File: config.mk
export PLATFORM = sky130hd
export DESIGN_NAME = mips_cpu_bus_arbiter_flat
export DESIGN_NICKNAME = d
export VERILOG_FILES = /design/src/rtl/mips_cpu_bus_arbiter_pkg.sv /design/src/rtl/mips_cpu_bus_arbiter_if.sv /design/src/rtl/mips_cpu_bus_arbiter_rr_pick.sv /design/src/rtl/mips_cpu_bus_arbiter.sv /design/src/flat_wrapper.sv
export SDC_FILE = /design/constraint.sdc
export NUM_CORES = 1
export LEC_CHECK = 0
export CAP_MARGIN = 20
export CORE_ASPECT_RATIO = 0.8
export CORE_MARGIN = 3
export CORE_UTILIZATION = 40
export CTS_CLUSTER_SIZE = 24
export DETAILED_ROUTE_END_ITERATION = 7
export PLACE_DENSITY = 0.8
export SLEW_MARGIN = 20
export SYNTH_ARGS = -nofsm -noshare
export SYNTH_HDL_FRONTEND = slang
export SYNTH_SLANG_ARGS = --single-unit
File: constraint.sdc
create_clock -name clk -period 5.6 [get_ports clk]
set_clock_uncertainty 0.05 [all_clocks]
set_input_delay 1.12 -clock clk [delete_from_list [all_inputs] [get_ports clk]]
set_output_delay 1.12 -clock clk [all_outputs]
set_load 0.02 [all_outputs]
File: src/rtl/mips_cpu_bus_arbiter_pkg.sv
// rtl/mips_cpu_bus_arbiter_pkg.sv - shared types and constants for the CPU bus arbiter
package mips_bus_pkg;

    typedef enum logic [1:0] {
        ARB_IDLE  = 2'd0,
        ARB_INSTR = 2'd1,
        ARB_DATA  = 2'd2
    } arb_state_t;

    typedef enum logic {
        PORT_INSTR = 1'b0,
        PORT_DATA  = 1'b1
    } port_t;

    localparam logic [3:0] BYTEEN_WORD = 4'b1111;

endpackage

File: src/rtl/mips_cpu_bus_arbiter_if.sv
// rtl/mips_cpu_bus_arbiter_if.sv - CPU fetch/data ports and Avalon-style bus seen by the arbiter
interface mips_cpu_bus_arbiter_if;

    logic        i_req;
    logic [31:0] i_addr;
    logic        i_done;
    logic [31:0] i_rdata;
    logic        d_req;
    logic        d_write;
    logic [31:0] d_addr;
    logic [31:0] d_wdata;
    logic [3:0]  d_byteenable;
    logic        d_done;
    logic [31:0] d_rdata;
    logic [31:0] address;
    logic        write;
    logic        read;
    logic        waitrequest;
    logic [31:0] writedata;
    logic [3:0]  byteenable;
    logic [31:0] readdata;

    // The arbiter owns the bus strobes and the per-port completion signals.
    modport master (
        input  i_req, i_addr, d_req, d_write, d_addr, d_wdata, d_byteenable,
        input  waitrequest, readdata,
        output i_done, i_rdata, d_done, d_rdata,
        output address, write, read, writedata, byteenable
    );

    modport slave (
        output i_req, i_addr, d_req, d_write, d_addr, d_wdata, d_byteenable,
        output waitrequest, readdata,
        input  i_done, i_rdata, d_done, d_rdata,
        input  address, write, read, writedata, byteenable
    );

endinterface

File: src/rtl/mips_cpu_bus_arbiter_rr_pick.sv
// rtl/mips_cpu_bus_arbiter_rr_pick.sv - combinational grant selection between fetch and data ports
module mips_bus_rr_pick
    import mips_bus_pkg::*;
#(
    parameter bit ROUND_ROBIN = 1'b1
) (
    input  logic  i_req,
    input  logic  d_req,
    input  port_t last_grant,
    output logic  grant_valid,
    output port_t grant_port
);

    always_comb begin
        grant_valid = i_req | d_req;
        grant_port  = PORT_DATA;
        if (i_req && !d_req) begin
            grant_port = PORT_INSTR;
        end else if (i_req && d_req && ROUND_ROBIN && (last_grant == PORT_DATA)) begin
            grant_port = PORT_INSTR;
        end
    end

endmodule

File: src/rtl/mips_cpu_bus_arbiter.sv
// rtl/mips_cpu_bus_arbiter.sv - shares one Avalon-style word bus between CPU fetch and load/store ports
module mips_cpu_bus_arbiter
    import mips_bus_pkg::*;
#(
    parameter bit ROUND_ROBIN = 1'b1
) (
    input  logic                   clk,
    input  logic                   reset,
    mips_cpu_bus_arbiter_if.master bus
);

    arb_state_t state, state_next;
    port_t      last_grant;
    logic       grant_valid;
    port_t      grant_port;
    logic       latch_instr, latch_data, complete;

    mips_bus_rr_pick #(.ROUND_ROBIN(ROUND_ROBIN)) u_pick (
        .i_req       (bus.i_req),
        .d_req       (bus.d_req),
        .last_grant  (last_grant),
        .grant_valid (grant_valid),
        .grant_port  (grant_port)
    );

    always_ff @(posedge clk or posedge reset) begin
        if (reset) begin
            state <= ARB_IDLE;
        end else begin
            state <= state_next;
        end
    end

    always_comb begin
        state_next = state;
        case (state)
            ARB_IDLE: begin
                if (grant_valid) begin
                    state_next = (grant_port == PORT_INSTR) ? ARB_INSTR : ARB_DATA;
                end
            end
            default: begin
                if (!bus.waitrequest) begin
                    state_next = ARB_IDLE;
                end
            end
        endcase
    end

    always_comb begin
        latch_instr = (state == ARB_IDLE) && grant_valid && (grant_port == PORT_INSTR);
        latch_data  = (state == ARB_IDLE) && grant_valid && (grant_port == PORT_DATA);
        complete    = (state != ARB_IDLE) && !bus.waitrequest;
    end

    // Bus fields are registered at grant so late requester changes cannot reach the slave.
    always_ff @(posedge clk or posedge reset) begin
        if (reset) begin
            last_grant     <= PORT_DATA;
            bus.address    <= '0;
            bus.write      <= 1'b0;
            bus.read       <= 1'b0;
            bus.writedata  <= '0;
            bus.byteenable <= '0;
            bus.i_rdata    <= '0;
            bus.d_rdata    <= '0;
            bus.i_done     <= 1'b0;
            bus.d_done     <= 1'b0;
        end else begin
            bus.i_done <= 1'b0;
            bus.d_done <= 1'b0;
            if (latch_instr) begin
                last_grant     <= PORT_INSTR;
                bus.address    <= bus.i_addr;
                bus.write      <= 1'b0;
                bus.read       <= 1'b1;
                bus.writedata  <= '0;
                bus.byteenable <= BYTEEN_WORD;
            end else if (latch_data) begin
                last_grant     <= PORT_DATA;
                bus.address    <= bus.d_addr;
                bus.write      <= bus.d_write;
                bus.read       <= !bus.d_write;
                bus.writedata  <= bus.d_wdata;
                bus.byteenable <= bus.d_byteenable;
            end else if (complete) begin
                bus.read  <= 1'b0;
                bus.write <= 1'b0;
                if (state == ARB_INSTR) begin
                    bus.i_rdata <= bus.readdata;
                    bus.i_done  <= 1'b1;
                end else begin
                    if (!bus.write) begin
                        bus.d_rdata <= bus.readdata;
                    end
                    bus.d_done <= 1'b1;
                end
            end
        end
    end

endmodule

File: src/flat_wrapper.sv
// flat-port wrapper written by rule: the top's interface ports become plain ports
module mips_cpu_bus_arbiter_flat import mips_bus_pkg::*;
#(
    parameter bit ROUND_ROBIN = 1'b1
)
  (clk, reset, bus_i_req, bus_i_addr, bus_d_req, bus_d_write, bus_d_addr, bus_d_wdata, bus_d_byteenable, bus_waitrequest, bus_readdata, bus_i_done, bus_i_rdata, bus_d_done, bus_d_rdata, bus_address, bus_write, bus_read, bus_writedata, bus_byteenable);
  mips_cpu_bus_arbiter_if bus_i ();
  input  logic clk;
  input  logic reset;
  input wire logic [$bits(bus_i.i_req)-1:0] bus_i_req;
  input wire logic [$bits(bus_i.i_addr)-1:0] bus_i_addr;
  input wire logic [$bits(bus_i.d_req)-1:0] bus_d_req;
  input wire logic [$bits(bus_i.d_write)-1:0] bus_d_write;
  input wire logic [$bits(bus_i.d_addr)-1:0] bus_d_addr;
  input wire logic [$bits(bus_i.d_wdata)-1:0] bus_d_wdata;
  input wire logic [$bits(bus_i.d_byteenable)-1:0] bus_d_byteenable;
  input wire logic [$bits(bus_i.waitrequest)-1:0] bus_waitrequest;
  input wire logic [$bits(bus_i.readdata)-1:0] bus_readdata;
  output wire logic [$bits(bus_i.i_done)-1:0] bus_i_done;
  output wire logic [$bits(bus_i.i_rdata)-1:0] bus_i_rdata;
  output wire logic [$bits(bus_i.d_done)-1:0] bus_d_done;
  output wire logic [$bits(bus_i.d_rdata)-1:0] bus_d_rdata;
  output wire logic [$bits(bus_i.address)-1:0] bus_address;
  output wire logic [$bits(bus_i.write)-1:0] bus_write;
  output wire logic [$bits(bus_i.read)-1:0] bus_read;
  output wire logic [$bits(bus_i.writedata)-1:0] bus_writedata;
  output wire logic [$bits(bus_i.byteenable)-1:0] bus_byteenable;
  assign bus_i.i_req = bus_i_req;
  assign bus_i.i_addr = bus_i_addr;
  assign bus_i.d_req = bus_d_req;
  assign bus_i.d_write = bus_d_write;
  assign bus_i.d_addr = bus_d_addr;
  assign bus_i.d_wdata = bus_d_wdata;
  assign bus_i.d_byteenable = bus_d_byteenable;
  assign bus_i.waitrequest = bus_waitrequest;
  assign bus_i.readdata = bus_readdata;
  assign bus_i_done = bus_i.i_done;
  assign bus_i_rdata = bus_i.i_rdata;
  assign bus_d_done = bus_i.d_done;
  assign bus_d_rdata = bus_i.d_rdata;
  assign bus_address = bus_i.address;
  assign bus_write = bus_i.write;
  assign bus_read = bus_i.read;
  assign bus_writedata = bus_i.writedata;
  assign bus_byteenable = bus_i.byteenable;
  mips_cpu_bus_arbiter #(.ROUND_ROBIN(ROUND_ROBIN)) u_core (.clk(clk), .reset(reset), .bus(bus_i));
endmodule
==> impl_metrics.env, run 1 <==
export IMPL_status="completed"
export IMPL_whs_ns=0.4376
export IMPL_yosysMostFrequentCell="dfrtp_1"
export IMPL_die_y_um=110.5
export IMPL_setup_viol=0
export IMPL_worstPathArrival_ns=1.42
export IMPL_synth_main_ff_cell="dfrtp_1"
export IMPL_worstPathCellList="clkdlybuf4s50_1"
export IMPL_io_pins=274
export IMPL_hold_buffers=0
export IMPL_end_kind="output pin"
export IMPL_fin_nets=760
export IMPL_fp_dieArea_um2=15090
export IMPL_hp_class="flip-flop to flip-flop"
export IMPL_num_vias=4145
export IMPL_yosys_warnings=0
export IMPL_synth_avg_cell_area_um2=15.38
export IMPL_critPathTopFamily="buffers and inverters"
export IMPL_synth_area_leaders="dfrtp_1 63%, mux2_2 10%, a221o_1 5.9%"
export IMPL_synthArstFlopShare=1.000
export IMPL_worstMarginPinSlew_ns=0.8455
export IMPL_crit_required_ns=4.43
export IMPL_synth_nets=493
export IMPL_min_period_ns=2.592
export IMPL_clockBufferDepth=2
export IMPL_die_x_um=136.6
export IMPL_diodes=0
export IMPL_drv_slew=0
export IMPL_fin_setup_tns_ns=0
export IMPL_wire_per_inst_um=19.05
export IMPL_drive_gt1_frac=0.1435
export IMPL_synth_cells=355
export IMPL_cts_tree="built"
export IMPL_cp_start_kind="flip-flop"
export IMPL_wl_mm=15.41
export IMPL_core_um2=13100
export IMPL_fmax_ghz=0.3857
export IMPL_grt_ovfl_total=0
export IMPL_drc=0
export IMPL_clock_sinks=139
export IMPL_critical_path_buf_inv_count=1
export IMPL_slew_headroom=0.4342
export IMPL_cts_resized=0
export IMPL_syn_area_um2=5459
export IMPL_clk_pin_slew_ns=0.06
export IMPL_synth_cell_types=28
export IMPL_clk_latency_ns=0.41
export IMPL_grt_pass1_wl_mm=24.14
export IMPL_pre_cts_slack_ns=2.327
export IMPL_numPortBuffers=273
export IMPL_vdd_drop_max_mv=0.3675
export IMPL_synth_seq_area_share=0.6374
export IMPL_synth_edf_count=0
export IMPL_grt_max_degree=88
export IMPL_cts_root_buf="clkbuf_16"
export IMPL_fillers=924
export IMPL_layout_worst_path_cycle_share=0.4629
export IMPL_start_util=0.4167
export IMPL_viasPerCell=5.124
export IMPL_hold_depth=1
export IMPL_antenna_found_initial=0
export IMPL_yosysTopAreaCell="dfrtp_1"
export IMPL_yosys_register_bits=139
export IMPL_rsz0062_at_grt="false"
export IMPL_slowest_delay_ns=0.67
export IMPL_crit_path_top_delay_cell="clkdlybuf4s50_1"
export IMPL_drt_pre_antenna_iters=4
export IMPL_crit_fanout=2
export IMPL_grt_usage=0.2059
export IMPL_critical_path_class="flip-flop to output pin"
export IMPL_gp_congestion=0.7589
export IMPL_rows=37
export IMPL_worst_slack_ns=3.008
export IMPL_hpwl_mm=10.99
export IMPL_hold_viol=0
export IMPL_powerDensity_nw_per_um2=638.4
export IMPL_cts_made_buffers=17
export IMPL_initialDrtViolationCount=192
export IMPL_htreeDepth=4
export IMPL_path_depth=1
export IMPL_antenna_left=0
export IMPL_synth_common_cells="138 x dfrtp_1, 49 x mux2_2, 32 x a221o_1, 32 x a22o_1, 32 x o21a_1"
export IMPL_yosys_area_top_type_share=0.6326
export IMPL_leakage_nw=3.682
export IMPL_grt_pass1_vias=4288
export IMPL_drv_cap=0
export IMPL_r2r_cells=3
export IMPL_cts_setup_buffers=0
export IMPL_area_delta_synth_final_pct=61.49
export IMPL_total_power_mw=5.628
==> cell families (layout without fill, tap and decap cells) <==
logic type,count (synthesis),count (layout),share of synthesized area
and+or+nand+nor,15,15,0.01559
DFF,139,139,0.6374
buffers and inverters,31,310,0.04676
muxes,64,64,0.1320
AOI/OAI and AO/OA,106,106,0.1682
==> layout make-up <==
type                       instances  area (µm²)  share of cell area
clock inverter                    11       145.1             0.01646
inverter                           2       12.51            0.001419
timing repair buffer             277        2763              0.3134
sequential                       139        3480              0.3947
tap                              175       219.0             0.02484
clock buffer                      20       446.7             0.05067
multi-input combinational        185        1750              0.1986
==> worst paths after layout <==
path                                                    start                                  to  slack (ns)
min reg2reg                u_core.bus.d_rdata[17]$_DFFE_PP0P_  u_core.bus.d_rdata[17]$_DFFE_PP0P_        0.44
max in group asynchronous                               reset         u_core.state[1]$_DFFE_PP0P_        3.15
min in group asynchronous                               reset   u_core.bus.d_rdata[6]$_DFFE_PP0P_        1.16
min                        u_core.bus.d_rdata[17]$_DFFE_PP0P_  u_core.bus.d_rdata[17]$_DFFE_PP0P_        0.44
max                               u_core.bus.read$_DFFE_PP0P_                            bus_read        3.01
max reg2reg                       u_core.state[1]$_DFFE_PP0P_   u_core.bus.address[0]$_DFFE_PP0N_        3.66
==> metal layers <==
layer  global-route usage  wire length, µm  share of wire
met5                    0                0              0
met4              0.05037              192          0.012
met3              0.08015             1442          0.094
met2               0.3260             7405           0.48
met1               0.2661             6373           0.41
==> sequential cells by signal, indices dropped and copies added, names as in the netlist <==
| signal | count |
|---|---|
| u_core.bus.address | 32 |
| u_core.bus.d_rdata | 32 |
| u_core.bus.i_rdata | 32 |
| u_core.bus.writedata | 32 |
| u_core.bus.byteenable | 4 |
| u_core.state | 2 |
| u_core.bus.d_done | 1 |
| u_core.bus.i_done | 1 |
| u_core.bus.read | 1 |
| u_core.bus.write | 1 |
| u_core.last_grant | 1 |
==> metrics by stage <==
step / utilization / cells / area (µm²)
finish: 0.6729 / 809 / 8816
global route: 0.6729 / 809 / 8816
CTS: 0.6725 / 809 / 8811
detailed placement: 0.6274 / 778 / 8219
global placement: 0.6268 / 778 / 8212
floorplan: - / 355 / 5459
==> where the power goes <==
group	total [mW]	switching (mW)	internal, mW
combinational	2.72	1.31	1.41
sequential	1.79	0.287	1.51
clock	1.12	0.409	0.709
total	5.63	2.00	3.62
==> layout by cell type, fill, tap and decap left out, types with 2 or more instances in the layout <==
cell	Yosys	routed
a21o_1	2	2
a221o_1	32	32
a22o_1	32	32
buf_4	3	4
bufinv_16	0	3
clkbuf_1	4	2
clkbuf_16	0	17
clkdlybuf4s50_1	0	273
clkinv_2	0	3
clkinvlp_4	0	3
dfrtp_1	138	138
inv_6	0	2
mux2_1	15	15
mux2_2	49	49
nand2_1	3	3
nor2_1	3	2
nor2_2	1	2
o21a_1	32	32
o22a_1	4	4
No activity file was read; power rests on OpenSTA's default activity.
==> run 2: changes to the inputs <==
clock period = 2.47 ns   (was 5.6 ns; I/O delays follow)
==> run 2 against run 1 <==
Sequential cell count is the same. Via count grew 2.5%. Total power grew 130%. Critical path type unchanged. First-iteration DRC count shrank 13%. Highest routed layer unchanged.
==> impl_metrics.env, run 2 (synthesized netlist as in run 1, its figures left out) <==
export IMPL_cts_root_buf="clkbuf_16"
export IMPL_die_y_um=110.5
export IMPL_core_um2=13100
export IMPL_grt_max_degree=103
export IMPL_grt_pass1_wl_mm=24.86
export IMPL_hpwl_mm=11.45
export IMPL_clk_pin_slew_ns=0.06
export IMPL_cts_made_buffers=17
export IMPL_final_util=0.6793
export IMPL_cts_resized=0
export IMPL_pwr_share_clk=0.189
export IMPL_clock_sinks=139
export IMPL_status="completed"
export IMPL_start_util=0.4167
export IMPL_worstMarginPinSlew_ns=0.6644
export IMPL_fmax_ghz=0.5086
export IMPL_rsz0062_at_grt="false"
export IMPL_netSwitchingFraction=0.3627
export IMPL_crit_required_ns=1.93
export IMPL_rows=37
export IMPL_wl_mm=15.73
export IMPL_final_area_um2=8900
export IMPL_total_power_mw=12.78
export IMPL_pre_cts_slack_ns=0.2598
export IMPL_clk_latency_ns=0.41
export IMPL_fin_setup_tns_ns=0
export IMPL_worstPathArrival_ns=1.42
export IMPL_drv_cap=0
export IMPL_drc=0
export IMPL_hp_class="flip-flop to flip-flop"
export IMPL_worstPathCellList="clkdlybuf4s50_1"
export IMPL_fp_dieArea_um2=15090
export IMPL_clockBufferDepth=2
export IMPL_cts_tree="built"
export IMPL_antenna_left=0
export IMPL_drt_pre_antenna_iters=4
export IMPL_switching_power_mw=4.636
export IMPL_dpl_cell_area_um2=8328
export IMPL_wire_per_inst_um=19.23
export IMPL_vdd_drop_max_mv=0.7673
export IMPL_slew_headroom=0.5571
export IMPL_layout_worst_path_cycle_share=0.7961
export IMPL_min_period_ns=1.966
export IMPL_worst_slack_ns=0.5037
export IMPL_numPortBuffers=273
export IMPL_io_pins=274
export IMPL_critPathTopFamily="buffers and inverters"
export IMPL_fin_nets=769
export IMPL_powerDensity_nw_per_um2=1436
export IMPL_crit_path_top_delay_cell="clkdlybuf4s50_1"
export IMPL_cp_start_kind="flip-flop"
export IMPL_grt_usage=0.2115
export IMPL_viasPerCell=5.194
export IMPL_gp_congestion=0.7621
export IMPL_fillers=891
export IMPL_grt_ovfl_total=0
export IMPL_setup_viol=0
export IMPL_htreeDepth=4
export IMPL_power_frac_seq=0.319
export IMPL_drive_gt1_frac=0.1571
export IMPL_critical_path_buf_inv_count=1
export IMPL_hold_buffers=0
export IMPL_leakage_nw=3.719
export IMPL_antenna_found_initial=0
export IMPL_final_cell_mix="273 x clkdlybuf4s50_1, 138 x dfrtp_1, 49 x mux2_2"
export IMPL_critical_path_class="flip-flop to output pin"
export IMPL_grt_pass1_vias=4632
export IMPL_slowest_delay_ns=0.63
export IMPL_die_x_um=136.6
export IMPL_hold_viol=0
export IMPL_p_int_mw=8.145
export IMPL_diodes=0
export IMPL_drv_slew=0
export IMPL_cts_setup_buffers=0
export IMPL_num_vias=4249
export IMPL_power_frac_comb=0.492
export IMPL_crit_fanout=2
export IMPL_final_common_cell="clkdlybuf4s50_1"
export IMPL_end_kind="output pin"
export IMPL_initialDrtViolationCount=167
export IMPL_area_delta_synth_final_pct=63.03
[run 2: changes by cell type in the layout (fill, tap and decap cells not counted), sizes merged]
cell / change
bufinv: -2
buf: +9
clkbuf: -1
clkinv: +1
clkinvlp: +3
inv: -1
[run 2: power groups by stage]
stage	clock network [mW]	registers [mW]	logic [mW]
final	2.42	4.07	6.29
after global routing	2.57	4.21	6.66
after CTS	2.48	4.08	6.37
after detailed placement	0	4.09	6.34
after global placement	0	4.03	6.22
after floorplan	0	5.35	2.10
[run 2: final timing paths]
kind / startpoint / to / slack (ns) / depth (start not counted)
max: u_core.bus.d_rdata[1]$_DFFE_PP0P_ / bus_d_rdata[1] / 0.50 / 1
min: u_core.bus.d_rdata[5]$_DFFE_PP0P_ / u_core.bus.d_rdata[5]$_DFFE_PP0P_ / 0.44 / 1
max reg2reg: u_core.state[1]$_DFFE_PP0P_ / u_core.bus.address[2]$_DFFE_PP0N_ / 0.73 / 3
min reg2reg: u_core.bus.d_rdata[5]$_DFFE_PP0P_ / u_core.bus.d_rdata[5]$_DFFE_PP0P_ / 0.44 / 1
max in group asynchronous: reset / u_core.last_grant$_DFFE_PP1N_ / 1.44 / 3
min in group asynchronous: reset / u_core.bus.byteenable[2]$_DFFE_PP0N_ / 0.55 / 3
[run 2: per-stage QoR]
stage          std cells  hold slack [ns]
2_1_floorplan        355           0.4480
3_3_place_gp         787           0.4168
3_5_place_dp         787           0.4274
4_1_cts              818           0.4400
5_1_grt              818           0.4498
6_report             818           0.4390
[run 2: cell type report]
class	instances	area, µm²	share of cell area
Multi-Input combinational cell	185	1738	0.1953
Sequential cell	139	3480	0.3910
Clock buffer	19	452.9	0.05089
Clock inverter	12	118.9	0.01336
Inverter	2	11.26	0.001265
Timing Repair Buffer	286	2880	0.3236
Tap cell	175	219.0	0.02460
[run 2: metal layers]
layer,vias to the layer above,GRT usage,wire length [µm]
met1,2114,0.2591,6220
met5,-,0,0
met3,22,0.08834,1748
li1,1900,-,-
met4,0,0.07119,276
met2,213,0.3368,7483
